`config.mk`:
```
export PLATFORM = sky130hd
export DESIGN_NAME = stack_mem_responder
export DESIGN_NICKNAME = d
export VERILOG_FILES = /design/src/rtl/stack_mem_responder.sv
export SDC_FILE = /design/constraint.sdc
export NUM_CORES = 1
export LEC_CHECK = 0
export ABC_AREA = 1
export CAP_MARGIN = 20
export CORE_MARGIN = 1
export CORE_UTILIZATION = 56
export CTS_CLUSTER_SIZE = 25
export DETAILED_ROUTE_END_ITERATION = 8
export GPL_ROUTABILITY_DRIVEN = 1
export PLACE_DENSITY_LB_ADDON = 0.2
export SYNTH_ARGS = -nofsm -noshare
export SYNTH_HDL_FRONTEND = slang
export SYNTH_SLANG_ARGS = --single-unit
```
`constraint.sdc`:
```
create_clock -name clock -period 2.55 [get_ports clock]
set_clock_uncertainty 0.2 [all_clocks]
set_input_delay 0.51 -clock clock [delete_from_list [all_inputs] [get_ports clock]]
set_output_delay 0.51 -clock clock [all_outputs]
set_load 0.02 [all_outputs]
```
`src/rtl/stack_mem_responder.sv`:
```
// Memory-side responder for the 8-bit stack-machine CPU: combinational reads,
// 0xFF-marker store decode, byte-serial program loader and CPU reset control.
module stack_mem_responder #(
  parameter int         ADDR_W   = 5,
  parameter logic [7:0] OOR_DATA = 8'h0F
) (
  input  logic              clock,
  input  logic              reset,
  input  logic [7:0]        cpu_mem_addr,
  input  logic [7:0]        cpu_data_out,
  output logic [7:0]        cpu_data_in,
  output logic              cpu_reset,
  input  logic              load_start,
  input  logic              load_valid,
  input  logic [7:0]        load_data,
  input  logic              load_last,
  input  logic              run_stop,
  input  logic [ADDR_W-1:0] dbg_addr,
  output logic [7:0]        dbg_data,
  output logic              busy
);

  localparam int         DEPTH   = 1 << ADDR_W;
  localparam logic [8:0] DEPTH_9 = 9'(DEPTH);

  typedef enum logic [1:0] {IDLE, LOAD, RUN} state_t;

  state_t            state, state_nxt;
  logic [ADDR_W-1:0] cnt, cnt_nxt;
  logic              armed, armed_nxt;
  logic              cpu_in_range;
  logic              wr_en;
  logic [ADDR_W-1:0] wr_addr;
  logic [7:0]        wr_data;
  logic [7:0]        mem [DEPTH];

  // The CPU samples read data on the same edge it drives the address.
  assign cpu_in_range = ({1'b0, cpu_mem_addr} < DEPTH_9);
  assign cpu_data_in  = cpu_in_range ? mem[cpu_mem_addr[ADDR_W-1:0]] : OOR_DATA;
  assign dbg_data     = mem[dbg_addr];
  assign busy         = (state != IDLE);

  always_comb begin
    state_nxt = state;
    cnt_nxt   = cnt;
    armed_nxt = 1'b0;
    wr_en     = 1'b0;
    wr_addr   = cnt;
    wr_data   = load_data;
    case (state)
      IDLE: begin
        if (load_start) begin
          state_nxt = LOAD;
          cnt_nxt   = '0;
        end
      end
      LOAD: begin
        if (load_valid) begin
          wr_en = 1'b1;
          // Counter saturates at the top word; a full memory ends the load.
          if (load_last || (cnt == '1)) state_nxt = RUN;
          else                          cnt_nxt   = cnt + ADDR_W'(1);
        end
      end
      RUN: begin
        if (run_stop) begin
          state_nxt = IDLE;
        end else if (armed) begin
          // Data cycle of a store: never re-arms, so storing 0xFF is safe.
          wr_en   = cpu_in_range;
          wr_addr = cpu_mem_addr[ADDR_W-1:0];
          wr_data = cpu_data_out;
        end else begin
          armed_nxt = (cpu_data_out == 8'hFF);
        end
      end
      default: state_nxt = IDLE;
    endcase
  end

  always_ff @(posedge clock) begin
    if (reset) begin
      state     <= IDLE;
      cnt       <= '0;
      armed     <= 1'b0;
      cpu_reset <= 1'b1;
    end else begin
      state     <= state_nxt;
      cnt       <= cnt_nxt;
      armed     <= armed_nxt;
      cpu_reset <= (state_nxt != RUN);
    end
  end

  // Memory contents are part of the reset state: an aborted load is discarded.
  always_ff @(posedge clock) begin
    if (reset) begin
      for (int i = 0; i < DEPTH; i++) mem[i] <= OOR_DATA;
    end else if (wr_en) begin
      mem[wr_addr] <= wr_data;
    end
  end

endmodule

```
==> results.ini <==
[timing]
fmax_ghz=0.383
finalSetupViolations=12
slew_headroom_pct=77.3
finalWorstSetupSlack_ns=-0.0576
post-route-min-period_ns=2.61
drv_slew=0
whs_ns=0.308
tightest_slew_ns=0.339
hold_viol_final=0
rsz0062_at_grt=yes
period_share_pct=102

[synthesis]
ys_warn_count=0
synth_area_um2=15400
syn_inst=2017
synth.area.top_cells=edfxtp_1 (50%), nand2_1 (20%), nand3_1 (11%)
syn-num-nets=2058
yosysUniqueCellTypes=27
synth_seq_cells=265
yosysTopAreaCell=edfxtp_1
yosysSeqAreaShare_pct=51.1
syn-mean-instance-area_um2=7.63
synth_top_area_share_pct=49.9

[grt]
overflow=0
grt_pass1_vias=14800
grt_max_degree=42
grt_pass1_wl_um=83700
antenna_found_initial=0
grt_usage_pct=39.4

[route]
top_layer=met4
wl_met1_um=20400
drt_iter0_drc=2369
met3_wirelength_um=8230
drt-total-wl_um=57100
vias=16000
route.detailed.drc=0
vias_per_cell=6.23
wl_per_cell_um=22.3
wl_met2_um=25600
ant_nets=0
dr.pass1.iters=6

[worst_setup_path]
start_kind=primary input
rr_endpoint=mem[25][5]$_SDFFCE_PN0P_
arrival_ns=1.90
r2r_slack_ns=0.07
cp-end-kind=output pin
worstSetupPathType=in -> out
crit_start=cpu_mem_addr[2]
critPathCapture=cpu_data_in[7]
required_ns=1.84
reg2reg_depth=12
r2r-start=state[0]$_SDFF_PP0_
path_max_fanout=6

[clock_network]
insertion_delay_ns=0.55
clock_sinks=265
numCtsBuffers=29
h-tree-depth=1
cts-root-buf=clkbuf_16
clockBufferDepth=3
clk_pin_slew_ns=0.06
cts_tree=done

[floorplan]
die_h_um=168
initial_core_util_pct=57.1
rows=60
core_area_um2=27000
ioPinCount=53
dieArea_um2=28200
dieWidth_um=168

[cells_and_area]
layout-drive-gt1-share_pct=23.9
utilization_pct=76.9
num-nets-final=2246
area_growth_pct=34.6
stdcell_count=2568
n_antenna_cell=0

[power_and_ir_drop]
powerDensity_nw_per_um2=538
p_total_uw=11100
p_leak_uw=0.00846
ir_drop_v=0.000497

[status]
outcome=finished, violations left
violations=negative setup slack

[min_path]
hp-class=reg -> reg
hold_start=cnt[1]$_SDFFE_PP0P_

[placement]
place_congestion=0.962
portBuffers=52
dp_hpwl_um=37600
placedCellCount=2486

[run]
maxCapViolCount=0

## layer usage
layer  global-route usage (%)  up-vias
met2                     62.9     1252
met5                        0        -
met3                     8.96      265
met4                     15.7        0
met1                     52.2     7380
li1                         -     7108
## where the power goes
| part | internal, uW | switching [uW] |
|---|---|---|
| registers | 4860 | 63.9 |
| logic | 764 | 1190 |
| clock network | 2450 | 1810 |
## Yosys cell counts (all sizes together)
cell type / count
edfxtp: 256
o31ai: 1
clkinv: 1
buf: 31
o21ai: 73
nor2: 110
nand4: 8
ha: 6
nand2: 817
clkbuf: 125
nand3: 344
nor3: 93
inv: 86
mux2i: 8
or2: 1
dfxtp: 9
a21oi: 48
## kinds of logic after synthesis
group | after synthesis | synth area share (%)
AOI/OAI and AO/OA | 122 | 4.18
adders and majority gates | 6 | 0.488
buffers and inverters | 243 | 6.07
DFF | 265 | 51.1
muxes | 8 | 0.520
and+or+nand+nor | 1373 | 37.6
## registers in the layout (all words and copies together) (netlist names)
register,count
mem,256
cnt,5
state,2
armed,1
cpu_reset,1
## how the worst min path moves through the flow
stage	to	depth (start not counted)
global placement	cnt[1]$_SDFFE_PP0P_	2
global route	cnt[1]$_SDFFE_PP0P_	2
detailed placement	cnt[1]$_SDFFE_PP0P_	2
finish	cnt[1]$_SDFFE_PP0P_	2
floorplan	cnt[1]$_SDFFE_PP0P_	2
CTS	cnt[1]$_SDFFE_PP0P_	2
## layout by cell type, fill, tap and decap left out, types with 11 or more instances in the layout
cell type,count
nand2_1,772
nand3_1,293
edfxtp_1,256
buf_4,169
nor3_1,92
nor2_1,86
inv_1,68
buf_12,59
nand3_2,45
nand2_2,44
clkbuf_16,38
o21ai_1,29
buf_6,29
a21oi_1,28
o21ai_2,27
clkdlybuf4s50_1,27
a21oi_2,18
nor2_2,14
o21ai_0,11
inv_2,11
## layout make-up
class | instances | area [um2]
clock buffers | 37 | 776
well taps | 341 | 427
flip-flops and latches | 265 | 7870
multi-input cells | 1509 | 7400
fillers | 1914 | 6230
repair buffers | 313 | 3700
clock inverters | 16 | 171
inverters | 87 | 383
## metrics by stage
step | setup WS (ns) | TNS [ns] | cell area, um2
2_1_floorplan | -0.0911 | -4.35 | 15500
3_5_place_dp | -0.838 | -226.30 | 18300
6_report | -0.0576 | -0.247 | 20700
4_1_cts | -0.137 | -0.238 | 19800
3_3_place_gp | -0.815 | -210.37 | 18300
5_1_grt | -0.104 | -1.41 | 20700
## what timing repair did
item                                    in CTS  in global routing
pin swaps                                   35                 61
endpoints found under the setup margin     279                461
setup buffers                                6                 13
cloned                                       8                  9
gates resized for setup                    203                174
hold buffers                                 0                  0
## worst max-delay path, cell delays in order
cell,delay [ns]
clkdlybuf4s15_2,0.24
inv_4,0.11
bufbuf_16,0.27
nand3_1,0.11
nand2_1,0.08
nand2_1,0.05
nand3_1,0.11
nand2_2,0.09
nor2_4,0.18
buf_6,0.14
No activity file was read; power rests on OpenSTA's default activity.
